### config.mk
export PLATFORM = sky130hd
export DESIGN_NAME = score_timer_ctrl
export DESIGN_NICKNAME = d
export VERILOG_FILES = /design/src/rtl/scoreboard_pkg.sv /design/src/rtl/bcd_digit_cnt.sv /design/src/rtl/score_timer_ctrl.sv
export SDC_FILE = /design/constraint.sdc
export NUM_CORES = 1
export LEC_CHECK = 0
export ABC_AREA = 1
export CAP_MARGIN = 20
export CORE_MARGIN = 5
export CORE_UTILIZATION = 41
export CTS_BUF_LIST = sky130_fd_sc_hd__clkbuf_2 sky130_fd_sc_hd__clkbuf_4 sky130_fd_sc_hd__clkbuf_8
export CTS_CLUSTER_SIZE = 14
export DETAILED_ROUTE_END_ITERATION = 6
export GPL_ROUTABILITY_DRIVEN = 1
export RECOVER_POWER = 100
export SLEW_MARGIN = 20
export SYNTH_ARGS = -nofsm -noshare
export SYNTH_HDL_FRONTEND = slang
export SYNTH_SLANG_ARGS = --single-unit
### constraint.sdc
create_clock -name clk_sel -period 2 [get_ports clk_sel]
set_clock_uncertainty 0.15 [all_clocks]
set_input_delay 0.4 -clock clk_sel [delete_from_list [all_inputs] [get_ports clk_sel]]
set_output_delay 0.4 -clock clk_sel [all_outputs]
set_load 0.005 [all_outputs]
### src/rtl/scoreboard_pkg.sv
// rtl/scoreboard_pkg.sv - shared state, selector and blank-glyph constants for the scoreboard path
package scoreboard_pkg;

  typedef enum logic [1:0] {
    ST_IDLE  = 2'b00,
    ST_RUN   = 2'b01,
    ST_PAUSE = 2'b10,
    ST_DONE  = 2'b11
  } state_t;

  localparam logic [1:0] SEL_NULL    = 2'b00;
  localparam logic [1:0] SEL_SEC     = 2'b01;
  localparam logic [1:0] SEL_TEN_SEC = 2'b10;
  localparam logic [1:0] SEL_MIN     = 2'b11;

  localparam logic [3:0] BLANK_CODE  = 4'hF;

endpackage

### src/rtl/bcd_digit_cnt.sv
// rtl/bcd_digit_cnt.sv - single BCD digit counter, modulus MOD, with enable, clear and carry
module bcd_digit_cnt #(
  parameter int unsigned MOD = 10
) (
  input  logic       clk_sel,
  input  logic       rst_sel,
  input  logic       en_i,
  input  logic       clr_i,
  output logic [3:0] val_o,
  output logic       carry_o
);

  logic [3:0] val_q;
  logic [3:0] val_d;
  logic       wrap;

  assign wrap = (val_q == 4'(MOD - 1));

  always_comb begin
    val_d = val_q;
    if (clr_i) begin
      val_d = 4'd0;
    end else if (en_i) begin
      val_d = wrap ? 4'd0 : val_q + 4'd1;
    end
  end

  always_ff @(posedge clk_sel or posedge rst_sel) begin
    if (rst_sel) begin
      val_q <= 4'd0;
    end else begin
      val_q <= val_d;
    end
  end

  assign val_o   = val_q;
  assign carry_o = en_i & wrap & ~clr_i;

endmodule

### src/rtl/score_timer_ctrl.sv
// rtl/score_timer_ctrl.sv - run/pause/clear stopwatch with frame-synchronous digit readout
// Optional pause blinking of the readout when SCORE_PAUSE_BLINK_EN is defined.
module score_timer_ctrl
  import scoreboard_pkg::*;
#(
  parameter int unsigned TICKS_PER_SEC = 25000000,
  parameter int unsigned MAX_MIN       = 9
) (
  input  logic       clk_sel,
  input  logic       rst_sel,
  input  logic       start_stop,
  input  logic       clear,
  input  logic       frame_start,
  input  logic [1:0] sel_digit,
  output logic [3:0] digit_code,
  output logic       digit_valid,
  output logic       running,
  output logic       done
);

  localparam int unsigned PW = $clog2(TICKS_PER_SEC);

  state_t        state_q, state_d;
  logic          running_q, done_q;
  logic [PW-1:0] presc_q;
  logic          tick, at_limit, sec_en;
  logic          sec_carry, ten_carry, min_carry;
  logic [3:0]    sec_v, ten_v, min_v;
  logic [3:0]    sh_sec_q, sh_ten_q, sh_min_q;
  logic [3:0]    code_q;
  logic          valid_q;
  logic          blink_off;

  assign tick     = (state_q == ST_RUN) && (presc_q == PW'(TICKS_PER_SEC - 1));
  assign at_limit = (min_v == 4'(MAX_MIN)) && (ten_v == 4'd5) && (sec_v == 4'd9);
  // At the limit the tick is swallowed so the digits freeze at MAX_MIN:59.
  assign sec_en   = tick && !at_limit && !clear;

  always_comb begin
    state_d = state_q;
    if (clear) begin
      state_d = ST_IDLE;
    end else begin
      case (state_q)
        ST_IDLE:  if (start_stop) state_d = ST_RUN;
        ST_RUN: begin
          if (tick && at_limit) state_d = ST_DONE;
          else if (start_stop)  state_d = ST_PAUSE;
        end
        ST_PAUSE: if (start_stop) state_d = ST_RUN;
        default:  state_d = ST_DONE;
      endcase
    end
  end

  always_ff @(posedge clk_sel or posedge rst_sel) begin
    if (rst_sel) begin
      state_q   <= ST_IDLE;
      running_q <= 1'b0;
      done_q    <= 1'b0;
    end else begin
      state_q   <= state_d;
      running_q <= (state_d == ST_RUN);
      done_q    <= (state_d == ST_DONE);
    end
  end

  always_ff @(posedge clk_sel or posedge rst_sel) begin
    if (rst_sel) begin
      presc_q <= '0;
    end else if (clear || state_q == ST_IDLE || state_q == ST_DONE) begin
      presc_q <= '0;
    end else if (state_q == ST_RUN) begin
      presc_q <= tick ? '0 : presc_q + PW'(1);
    end
  end

  bcd_digit_cnt #(.MOD(10)) u_sec (
    .clk_sel (clk_sel),
    .rst_sel (rst_sel),
    .en_i    (sec_en),
    .clr_i   (clear),
    .val_o   (sec_v),
    .carry_o (sec_carry)
  );

  bcd_digit_cnt #(.MOD(6)) u_ten (
    .clk_sel (clk_sel),
    .rst_sel (rst_sel),
    .en_i    (sec_carry),
    .clr_i   (clear),
    .val_o   (ten_v),
    .carry_o (ten_carry)
  );

  bcd_digit_cnt #(.MOD(MAX_MIN + 1)) u_min (
    .clk_sel (clk_sel),
    .rst_sel (rst_sel),
    .en_i    (ten_carry),
    .clr_i   (clear),
    .val_o   (min_v),
    .carry_o (min_carry)
  );

  // Shadow copy takes the pre-edge live digits, so a same-cycle tick shows next frame.
  always_ff @(posedge clk_sel or posedge rst_sel) begin
    if (rst_sel) begin
      sh_sec_q <= 4'd0;
      sh_ten_q <= 4'd0;
      sh_min_q <= 4'd0;
    end else if (frame_start) begin
      sh_sec_q <= sec_v;
      sh_ten_q <= ten_v;
      sh_min_q <= min_v;
    end
  end

`ifdef SCORE_PAUSE_BLINK_EN
  logic [4:0] fcnt_q;

  always_ff @(posedge clk_sel or posedge rst_sel) begin
    if (rst_sel) begin
      fcnt_q <= 5'd0;
    end else if (frame_start) begin
      fcnt_q <= fcnt_q + 5'd1;
    end
  end

  assign blink_off = (state_q == ST_PAUSE) && fcnt_q[4];
`else
  assign blink_off = 1'b0;
`endif

  always_ff @(posedge clk_sel or posedge rst_sel) begin
    if (rst_sel) begin
      code_q  <= BLANK_CODE;
      valid_q <= 1'b0;
    end else if (blink_off || sel_digit == SEL_NULL) begin
      code_q  <= BLANK_CODE;
      valid_q <= 1'b0;
    end else begin
      valid_q <= 1'b1;
      case (sel_digit)
        SEL_SEC:     code_q <= sh_sec_q;
        SEL_TEN_SEC: code_q <= sh_ten_q;
        default:     code_q <= sh_min_q;
      endcase
    end
  end

  assign digit_code  = code_q;
  assign digit_valid = valid_q;
  assign running     = running_q;
  assign done        = done_q;

  logic unused_carry;
  assign unused_carry = min_carry;

endmodule

==> results.md <==
* Status: completed
* Peak supply drop at 0.286 mV
* Mapped Area at roughly 0.0034 mm2
* CP max FO at 1
* Initial antenna violation count at 0
* Die ar. at ~0.01 mm2
* Antenna cells at 0
* Pin count of the biggest net entering global routing at 59
* Residual DRC at 0
* Register Area at 0.00146 mm2
* Die Ht at slightly above 100 um
* Initial core utilization at about two fifths
* WP buf/inv at 1
* Period minus WS final at ~1.9 ns
* Post-synthesis cell count at approximately 430
* Post-route ant nets at 0
* Simple-gate share of the synthesized area at between 30% and 40%
* Distinct cells, synth at 27
* Core outline area at around 0.0081 mm2
* Gr ovfl total at 0
* I/O Buffers at 13
* Synth Warn # at 0
* Multiplexer share of the synthesized area at 2.32%
* Worst Path Required at around 1.5 ns
* Setup Viol. Count Final at 0
* Hold buffer count at cts at 0
* Clock Sinks at 58
* I/O Pins at 14
* CP arrival at 1.36 ns
* Drt total wl at 7310 um
* CTS clock-pin slew for the worst setup and hold paths at 0.08 ns
* Global-route wire length before repair at around 13000 um
* Crit path capture type: primary output
* Critical Path Max Stage Delay at 0.52 ns
* Final net count at 481
* Pins over their slew limit at 0
* RSZ-0062 raised after global routing: false
* Flop2flop setup slack at 0.17 ns
* TNS Setup at 0 ns
* Compound-Gate Fraction of Synth Area at under 10%
* Largest family of logic cells by synthesized area: simple AND/OR/NAND/NOR gates
* Startpoint type of the worst setup path: flop
* TritonCTS buffer count at 9
* Delay-heaviest family, CP: flip-flops
* Clk Latency, worst-skew pair at 0.35 ns
* Fill cells at 764
* Worst Hold Class: reg2reg
* HPWL Detailed at 5350 um
* CP cell instances: clkdlybuf4s50_1
* Synth top area cells: dfrtp_1 (40%), nand2_1 (12%), nor2_1 (5.8%)
* Worst Setup Path Type: reg2out
* CP max stage cell: dfstp_2
* Area grow syn2layout at 16.3%
* Share of cells above drive strength 1 at 16.4%
* Final core utilization at ~50%
* GP Congestion at between 0.8 and 0.9
* Max frequency at roughly 0.52 GHz
* Adder-cell share of the synthesized area at under 10%
* Pwr dens at 653 mW/mm2
* Yosys top cell area share at 39.7%
* Synth Area per Inst at between 7 and 8 um2
* FF+latch count, synth at 58
* Via-to-Cell Ratio at a little under 5
* Area of the multi-input gates at 0.00167 mm2
* Detailed router's first-iteration violation count at ~110
* CTS tree: built
* Die width at a little over 100 um
* Root buf cell: clkbuf_8
* Normalized max-slew margin at a little under half
* H-tree Lvls at 3
* Via count at ~2800
* Least-Margin Pin Slew at 0.792 ns
* Maxcap violations at 0
* WL/cell at 12.7 um
* Synth Area in XOR/XNOR at under 10%
* Clock Path Buffers at 2
* Seq/Total Area, Yosys at a little over two fifths
* Syn Nets at between 400 and 500
* 1st-pass router iterations at 5
* Final Hold Viols at 0
* Total track usage at around 16%
* Period utilization at between 90% and 100%
* Cell taking the most area after synthesis: dfrtp_1
* Leakage power at around 1.8 nW
* Vias in the first global route at ~2700
* Rows at 33
layout make-up:
cell class              count  share of cell area (%)
multi-input cells         313                    42.2
flip-flops and latches     58                    36.8
repair buffers             30                    7.05
inverters                  52                    4.93
well taps                 105                    3.32
clock buffers               9                    3.13
clock inverters             7                    2.56
final timing paths:
| path | start | to | cells after the start |
|---|---|---|---|
| max | digit_code[3] | digit_code[3] | 1 |
| min | sh_min_q[0] | digit_code[0] | 2 |
| max reg2reg | presc_q[14] | presc_q[22] | 10 |
| min reg2reg | sh_min_q[0] | digit_code[0] | 2 |
| max in group asynchronous | rst_sel | presc_q[23] | 3 |
| min in group asynchronous | rst_sel | sh_min_q[2] | 3 |
layer usage:
layer	vias up	routed length [um]	global-route usage, %
met4	0	114	6.54
met1	1310	3800	24.6
met2	64	3080	21.4
li1	1449	-	-
met5	-	0	0
met3	10	316	3.88
cell usage after synthesis (all sizes together):
library cell / count
clkbuf: 2
xnor2: 4
mux2: 7
xor2: 11
buf: 8
nor2: 78
ha: 10
nand2: 111
nor3: 6
nand4: 23
dfrtp: 54
nand3: 38
inv: 52
dfstp: 4
o21bai: 2
a22o: 4
o21ai: 10
a21oi: 9
flip-flops by register name (all words and copies together) (netlist names):
register,count
presc_q,25
digit_code,4
sh_min_q,4
sh_sec_q,4
sh_ten_q,4
u_min.val_o,4
u_sec.val_o,4
u_ten.val_o,4
state_q,2
digit_valid,1
done,1
running,1
through the flow:
| stage | std cells | hold slack, ns | power [mW] | instance area (um2) | setup WS (ns) |
|---|---|---|---|---|---|
| finish | 574 | 0.358 | 2.58 | 3960 | 0.0930 |
| global route | 574 | 0.387 | 2.71 | 3960 | 0.0213 |
| CTS | 574 | 0.289 | 2.63 | 3990 | 0.0744 |
| detailed placement | 558 | 0.345 | 1.39 | 3760 | 0.0476 |
| global placement | 558 | 0.342 | 1.39 | 3760 | 0.0683 |
| floorplan | 433 | 0.312 | 1.31 | 3400 | 0.0286 |
power by group:
group / switching [mW] / internal [mW] / total [mW]
combinational: 0.0909 / 0.0629 / 0.154
sequential: 0.00855 / 1.19 / 1.20
clock: 0.519 / 0.709 / 1.23
total: 0.619 / 1.97 / 2.58
placed cells by master, fill, tap and decap left out, drive strengths merged:
| cell type | count |
|---|---|
| inv | 52 |
| o21ai | 10 |
| mux2 | 7 |
| clkinv | 3 |
| nor2 | 78 |
| nand2 | 111 |
| clkinvlp | 2 |
| dfstp | 4 |
| a21oi | 9 |
| clkdlybuf4s50 | 7 |
| nand3 | 38 |
| nand4 | 23 |
| xor2 | 11 |
| xnor2 | 4 |
| dfrtp | 54 |
| o21bai | 2 |
| bufinv | 2 |
| clkbuf | 11 |
| a22o | 4 |
| ha | 10 |
| dlygate4sd3 | 6 |
| nor3 | 6 |
| buf | 15 |
logic make-up after synthesis:
| family | Yosys count |
|---|---|
| AOI/OAI and AO/OA | 25 |
| muxes | 7 |
| DFF | 58 |
| buffers and inverters | 62 |
| adders and majority gates | 10 |
| xor gates and xnor gates | 15 |
| and+or+nand+nor | 256 |
what timing repair did:
action	CTS	global route
endpoints found under the setup margin	0	3
buffers inserted	0	0
resized for setup	0	1
No activity file was read; power rests on OpenSTA's default activity.
